$ cat config.mk
export PLATFORM = sky130hd
export DESIGN_NAME = btn_event_decoder
export DESIGN_NICKNAME = d
export VERILOG_FILES = /design/src/rtl/btn_pkg.sv /design/src/rtl/btn_event_decoder.sv
export SDC_FILE = /design/constraint.sdc
export NUM_CORES = 1
export LEC_CHECK = 0
export ABC_AREA = 1
export CORE_MARGIN = 2
export CORE_UTILIZATION = 36
export DETAILED_ROUTE_END_ITERATION = 12
export GPL_TIMING_DRIVEN = 0
export HOLD_SLACK_MARGIN = 0.02
export PLACE_DENSITY = 0.64
export SYNTH_ARGS = -nofsm -noshare
export SYNTH_HDL_FRONTEND = slang
export SYNTH_SLANG_ARGS = --single-unit
$ cat constraint.sdc
create_clock -name clk -period 1.78 [get_ports clk]
set_input_delay 0.178 -clock clk [delete_from_list [all_inputs] [get_ports clk]]
set_output_delay 0.178 -clock clk [all_outputs]
set_load 0.01 [all_outputs]
$ cat src/rtl/btn_pkg.sv
// Shared types and default timing for the button event decoder.
package btn_pkg;

    typedef enum logic [1:0] {
        ST_WAIT_LOW,
        ST_IDLE,
        ST_PRESS,
        ST_LONG
    } btn_state_t;

    localparam int unsigned BTN_LONG_DEF = 8;
    localparam int unsigned BTN_RPT_DEF  = 4;

endpackage

$ cat src/rtl/btn_event_decoder.sv
// Turns a debounced button level into one-cycle press/release/click/long/repeat events.
// The falling-edge pulse is named release_evt because 'release' is a reserved word.
module btn_event_decoder
    import btn_pkg::*;
#(
    parameter int unsigned LONG_CYCLES   = BTN_LONG_DEF,
    parameter int unsigned REPEAT_CYCLES = BTN_RPT_DEF,
    parameter int unsigned CNT_W         = $clog2(LONG_CYCLES + 1)
) (
    input  logic clk,
    input  logic rst_n,
    input  logic db,
    input  logic en,
    output logic press,
    output logic release_evt,
    output logic click,
    output logic long_press,
    output logic rpt,
    output logic held
);

    localparam logic [CNT_W:0] LONG_CMP = (CNT_W + 1)'(LONG_CYCLES);
    localparam logic [CNT_W:0] RPT_CMP  = (CNT_W + 1)'(REPEAT_CYCLES);

    btn_state_t       state;
    logic [CNT_W-1:0] cnt;
    logic [CNT_W:0]   cnt_inc;

    // One extra bit so the compare against LONG_CYCLES can never alias.
    assign cnt_inc = {1'b0, cnt} + (CNT_W + 1)'(1);

    always_ff @(posedge clk or negedge rst_n) begin
        if (!rst_n) begin
            state       <= ST_WAIT_LOW;
            cnt         <= '0;
            press       <= 1'b0;
            release_evt <= 1'b0;
            click       <= 1'b0;
            long_press  <= 1'b0;
            rpt         <= 1'b0;
            held        <= 1'b0;
        end else begin
            press       <= 1'b0;
            release_evt <= 1'b0;
            click       <= 1'b0;
            long_press  <= 1'b0;
            rpt         <= 1'b0;

            if (!en) begin
                // Abort silently: no release for a hold cut short by en.
                state <= ST_WAIT_LOW;
                cnt   <= '0;
                held  <= 1'b0;
            end else begin
                unique case (state)
                    ST_WAIT_LOW: begin
                        held <= 1'b0;
                        if (!db) begin
                            state <= ST_IDLE;
                        end
                    end
                    ST_IDLE: begin
                        if (db) begin
                            state <= ST_PRESS;
                            press <= 1'b1;
                            cnt   <= CNT_W'(1);
                            held  <= 1'b1;
                        end else begin
                            held <= 1'b0;
                        end
                    end
                    ST_PRESS: begin
                        if (!db) begin
                            state       <= ST_IDLE;
                            release_evt <= 1'b1;
                            click       <= 1'b1;
                            cnt         <= '0;
                            held        <= 1'b0;
                        end else if (cnt_inc == LONG_CMP) begin
                            state      <= ST_LONG;
                            long_press <= 1'b1;
                            cnt        <= '0;
                            held       <= 1'b1;
                        end else begin
                            cnt  <= cnt_inc[CNT_W-1:0];
                            held <= 1'b1;
                        end
                    end
                    ST_LONG: begin
                        if (!db) begin
                            state       <= ST_IDLE;
                            release_evt <= 1'b1;
                            cnt         <= '0;
                            held        <= 1'b0;
                        end else if (cnt_inc == RPT_CMP) begin
                            rpt  <= 1'b1;
                            cnt  <= '0;
                            held <= 1'b1;
                        end else begin
                            cnt  <= cnt_inc[CNT_W-1:0];
                            held <= 1'b1;
                        end
                    end
                    default: begin
                        state <= ST_WAIT_LOW;
                        cnt   <= '0;
                        held  <= 1'b0;
                    end
                endcase
            end
        end
    end

endmodule

==> flow_summary_export.csv, run 1 <==
group,metric,value,unit
timing,setup_slack,0.184,ns
timing,fmax,626,MHz
global_routing,track_usage,0.131,
setup_path,crit_arrival,1.76,ns
timing,max-slew-margin-rel,0.641,
placement,gp_congestion,0.771,
outcome,status,"completed",
layout,utilization,0.451,
synth,synth_cell_types,14,
cts,cts_tree,"done",
timing,skew,0.00244,ns
setup_path,worst_setup_path_end_kind,"flop",
timing,setup-tns-final,0,ns
synth,synth.yosys.seq_area_share,0.417,
placement,dpl.hpwl,1080,um
drt,routed-via-count,627,
placement,postPlaceCellArea,843,sq um
cts,cts_buffer_depth,2,
pwr,power_density,990,nW/um^2
floorplanning,rows,16,
timing,hold_viol,0,
cts,htree_levels,1,
pwr,vdd_ir_drop_max,0.579,mV
drt,firstDrtPassIters,4,
global_routing,first_global_vias,618,
cts,post-cts-setup-buffer-count,0,
cts,clk_latency,0.27,ns
floorplanning,die_area,2370,sq um
min_path,hp-class,"in -> async",
setup_path,cp.required,1.95,ns
synth,synth_compound_area_frac,0.0348,
layout,drive_gt1_frac,0.119,
synth,synth_area,719,sq um
synth,synth_fa_ha_area_frac,0.104,
timing,layout_worst_path_cycle_share,0.897,
floorplanning,start_util,0.374,
synth,synth-seq-cells,12,
timing,min_period,1.60,ns
layout,n_antenna_cell,0,
setup_path,startpoint_type,"flop",
synth,synth_top_area_cell,"dfrtp_1",
global_routing,antenna_found_initial,0,
synth,yosysTopAreaCellShare,0.417,
synth,syn_avg_cell_area,7.42,sq um
global_routing,grt_max_degree,13,
cts,cts_root_buf,"clkbuf_4",
layout,area.growth.synth_to_final,20.3,%
pwr,p_leak,0.461,nW
cts,cts.sinks,12,
floorplanning,fp.dieW,48.7,um
layout,layout_common_cells,"nand2_1 (32), inv_1 (16), dfrtp_1 (12), clkdlybuf4s50_1 (9)",
drt,remaining_drc_errors,0,
layout,layout_commonest_cell,"nand2_1",
cts,ctsHoldBuffers,0,
cts,clkTransAtPathRegs,0.07,ns
setup_path,critPathMostFrequentCell,"nand2_2",
setup_path,critPathMaxFanout,7,
cts,post_cts_resized,0,
cts,cts_buffers,3,
setup_path,cp_top_family,"simple AND/OR/NAND/NOR gates",
timing,rsz0062_at_grt,"no",
timing,finalMaxSlewViolations,0,
floorplanning,die_y,48.7,um
layout,finalNetCount,121,
synth,syn_nets,107,
placement,dpl_worst_slack,0.191,ns
synth,synth_area_leaders,"dfrtp_1 (42%), nand2_1 (17%), ha_1 (10%)",
layout,layout.cells.non_filler,136,
synth,synth.area.mux_share,0,
synth,synth_cells,97,
placement,port_buffers,9,
synth,synth_top_family_by_area,"simple AND/OR/NAND/NOR gates",
flow_run,drv_cap,0,
global_routing,grt_pass1_wl,2400,um
drt,wl_per_cell,9.67,um
setup_path,slowest_stage,"dfrtp_1",
setup_path,cpPeakStageDelay,0.47,ns
drt,antenna_left,0,
drt,routed_wl,1320,um
synth,synth_warnings,0,
synth,synth_xor_area_frac,0,
pwr,finalPower,0.857,mW
layout,finalInstanceArea,866,sq um
setup_path,path_buf_inv,1,
setup_path,path_cells,"ha_1, inv_1, nand2_1, nand2_2, nor2_2, nand2_2, nand2_2, nand2_2, nand2_2, nand2_2, nand2_1, nand2_1",
drt,via_per_inst,4.61,
synth,synthSimpleGateAreaFrac,0.355,
timing,tightestPinTransition,0.536,ns
global_routing,grt_remaining_overflow,0,
timing,fin_hold_ws,0.254,ns
setup_path,path_class,"reg -> reg",
floorplanning,core,1920,sq um
floorplanning,ioPinCount,10,
placement,place_inst,133,
timing,setup_viol,0,
drt,drt-initial-drc-count,10,
-- sequential cells by signal (all words and copies together) (netlist names) --
signal	cells
rpt	1
long_press	1
state	2
release_evt	1
press	1
held	1
cnt	4
click	1
-- kinds of logic after synthesis --
| logic type | Yosys count |
|---|---|
| simple gates | 58 |
| compound gates | 4 |
| flops | 12 |
| fa+ha+maj | 6 |
| buf+inv | 17 |
-- cell usage after synthesis, drive strengths merged --
cell type	count
o21ai	2
nand2	40
inv	17
ha	6
nand3	4
dfrtp	12
a32o	1
nor3	2
nand4	3
a21oi	1
nor2	9
-- path summary, 6_finish.rpt --
| check | start | to | slack [ns] | cells after the start |
|---|---|---|---|---|
| setup / recovery | cnt[0]$_DFFE_PN0P_ | state[0]$_DFFE_PN0P_ | 0.18 | 12 |
| hold / removal | rst_n | state[0]$_DFFE_PN0P_ | 0.25 | 1 |
| setup reg to reg | cnt[0]$_DFFE_PN0P_ | state[0]$_DFFE_PN0P_ | 0.18 | 12 |
| hold reg to reg | state[1]$_DFFE_PN0P_ | state[1]$_DFFE_PN0P_ | 0.53 | 2 |
| max in group asynchronous | rst_n | cnt[2]$_DFFE_PN0P_ | 1.17 | 1 |
| min in group clk | state[1]$_DFFE_PN0P_ | state[1]$_DFFE_PN0P_ | 0.53 | 2 |
-- per-layer routing --
layer | GRT usage | routed length, um | part of all wire
met2 | 0.237 | 675 | 0.51
met1 | 0.136 | 570 | 0.43
met3 | 0.0340 | 45 | 0.034
met5 | 0 | 0 | 0
met4 | 0.0714 | 24 | 0.018
-- cell type report --
type,instances,area (sq um)
Clock buffer,3,22.5
Fill cell,211,1060
Timing Repair Buffer,9,90.1
Inverter,17,63.8
Multi-Input combinational cell,68,355
Sequential cell,12,300
Tap cell,27,33.8
-- power by group --
group | switching [mW] | total, mW | internal, mW
clock network | 0.0834 | 0.162 | 0.0784
logic | 0.199 | 0.331 | 0.132
registers | 0.0484 | 0.364 | 0.316
total | 0.331 | 0.857 | 0.526
(Power assumes the default switching activity.)
==> inputs of run 2 (changes only) <==
==> constraint.sdc (replaced) <==
create_clock -name clk -period 1.78 [get_ports clk]
set_input_delay 0.445 -clock clk [delete_from_list [all_inputs] [get_ports clk]]
set_output_delay 0.445 -clock clk [all_outputs]
set_load 0.01 [all_outputs]
==> results of run 2 <==
The final DEF is identical to that of run 1. Status: completed.
Among the figures that moved: setup slack after placement 0.191 ns -> 0.0145 ns; hold slack 0.254 ns -> 0.521 ns
==> inputs of run 3 (changes only) <==
CORE_MARGIN = 4   (was 2)
==> flow_summary_export.csv, run 3 (synthesis gave the netlist of run 1 again) <==
group,metric,value,unit
cts,cts.sinks,12,
cts,ctsHoldBuffers,0,
timing,setup_slack,0.194,ns
setup_path,reg2reg_to,"state[1]$_DFFE_PN0P_",
placement,gp_congestion,0.871,
drt,remaining_drc_errors,0,
drt,wl_per_cell,10.2,um
global_routing,track_usage,0.125,
global_routing,first_global_vias,631,
setup_path,path_class,"reg -> out",
layout,largest_register_ff_count,4,
cts,post-cts-setup-buffer-count,0,
cts,cts_tree,"done",
outcome,status,"completed",
setup_path,slowest_stage,"clkdlybuf4s50_1",
drt,antenna_left,0,
layout,fill_cells,185,
floorplanning,start_util,0.399,
setup_path,cp.required,1.33,ns
timing,fin_hold_ws,0.510,ns
setup_path,critPathMaxFanout,1,
layout,finalInstanceArea,877,sq um
setup_path,crit_arrival,1.14,ns
floorplanning,ioPinCount,10,
timing,layout_worst_path_cycle_share,0.891,
setup_path,ff2ff_path_depth,12,
setup_path,path_buf_inv,1,
floorplanning,die_y,52.7,um
setup_path,cp_top_family,"buffers and inverters",
pwr,p_leak,0.468,nW
global_routing,grt_pass1_wl,2560,um
layout,top_regs,"cnt x4, state x2",
layout,layout_commonest_cell,"nand2_1",
timing,skew,0.00668,ns
timing,fmax,631,MHz
min_path,hp-class,"in -> async",
setup_path,startpoint_type,"flop",
drt,routed-via-count,606,
drt,via_per_inst,4.49,
layout,seqCellArea,300,sq um
layout,drive_gt1_frac,0.127,
timing,hold_viol,0,
timing,setup_viol,0,
setup_path,reg2reg_slack,0.21,ns
pwr,finalPower,0.912,mW
pwr,vdd_ir_drop_max,0.613,mV
placement,dpl_worst_slack,0.0160,ns
cts,htree_levels,1,
global_routing,grt_max_degree,13,
cts,cts_buffers,3,
layout,multiInputGateArea,355,sq um
setup_path,worst_setup_path_end_kind,"output pin",
layout,area.growth.synth_to_final,21.9,%
floorplanning,fp.dieW,52.7,um
cts,cts_root_buf,"clkbuf_4",
flow_run,drv_cap,0,
timing,rsz0062_at_grt,"no",
setup_path,r2r_start,"cnt[0]$_DFFE_PN0P_",
setup_path,path_cells,"clkdlybuf4s50_1",
timing,min_period,1.59,ns
cts,cts_buffer_depth,2,
pwr,power_density,1040,nW/um^2
floorplanning,rows,15,
cts,clk_latency,0.28,ns
global_routing,antenna_found_initial,0,
drt,firstDrtPassIters,4,
layout,finalNetCount,121,
floorplanning,die_area,2780,sq um
layout,n_antenna_cell,0,
placement,port_buffers,9,
timing,setup-tns-final,0,ns
floorplanning,core,1800,sq um
cts,post_cts_resized,0,
layout,layout_common_cells,"nand2_1 (32), inv_1 (16), dfrtp_1 (12), clkdlybuf4s50_1 (9)",
cts,clkTransAtPathRegs,0.08,ns
layout,regMostFlops,"cnt",
timing,finalMaxSlewViolations,0,
drt,routed_wl,1380,um
global_routing,grt_remaining_overflow,0,
setup_path,cpPeakStageDelay,0.53,ns
placement,dpl.hpwl,1100,um
timing,max-slew-margin-rel,0.644,
drt,drt-initial-drc-count,6,
placement,postPlaceCellArea,841,sq um
timing,tightestPinTransition,0.532,ns
## run 3: power breakdown
| part | internal (mW) | total, mW | leakage, nW | switching [mW] |
|---|---|---|---|---|
| Combinational | 0.132 | 0.331 | 0.285 | 0.199 |
| Clock | 0.124 | 0.220 | 0.0210 | 0.0956 |
| Sequential | 0.315 | 0.362 | 0.162 | 0.0461 |
## run 3: layer usage
layer	GRT usage	wire, um	vias to the layer above
li1	-	-	322
met1	0.150	646	264
met2	0.209	626	15
met3	0.0313	85	5
met4	0.0553	25	0
met5	0	0	-
## run 3: how the worst max path moves through the flow
stage | start | endpoint | slack (ns) | depth (start not counted)
after floorplan | cnt[0]$_DFFE_PN0P_ | state[0]$_DFFE_PN0P_ | 0.38 | 12
after global placement | en | cnt[2]$_DFFE_PN0P_ | 0.007 | 8
after detailed placement | en | cnt[2]$_DFFE_PN0P_ | 0.02 | 8
after CTS | held$_DFF_PN0_ | held | 0.18 | 1
after global routing | cnt[0]$_DFFE_PN0P_ | state[0]$_DFFE_PN0P_ | 0.03 | 12
final | rpt$_DFF_PN0_ | rpt | 0.19 | 1
## run 3: final cells by class
cell class              count  area share
multi-input cells          68       0.405
well taps                  25      0.0357
inverters                  17      0.0728
flip-flops and latches     12       0.342
clock buffers               4      0.0414
repair buffers              9       0.103
## run 3: per-stage QoR
stage          cells  utilization
2_1_floorplan     97            -
3_3_place_gp     131        0.467
3_5_place_dp     131        0.467
4_1_cts          135        0.487
5_1_grt          135        0.487
6_report         135        0.487
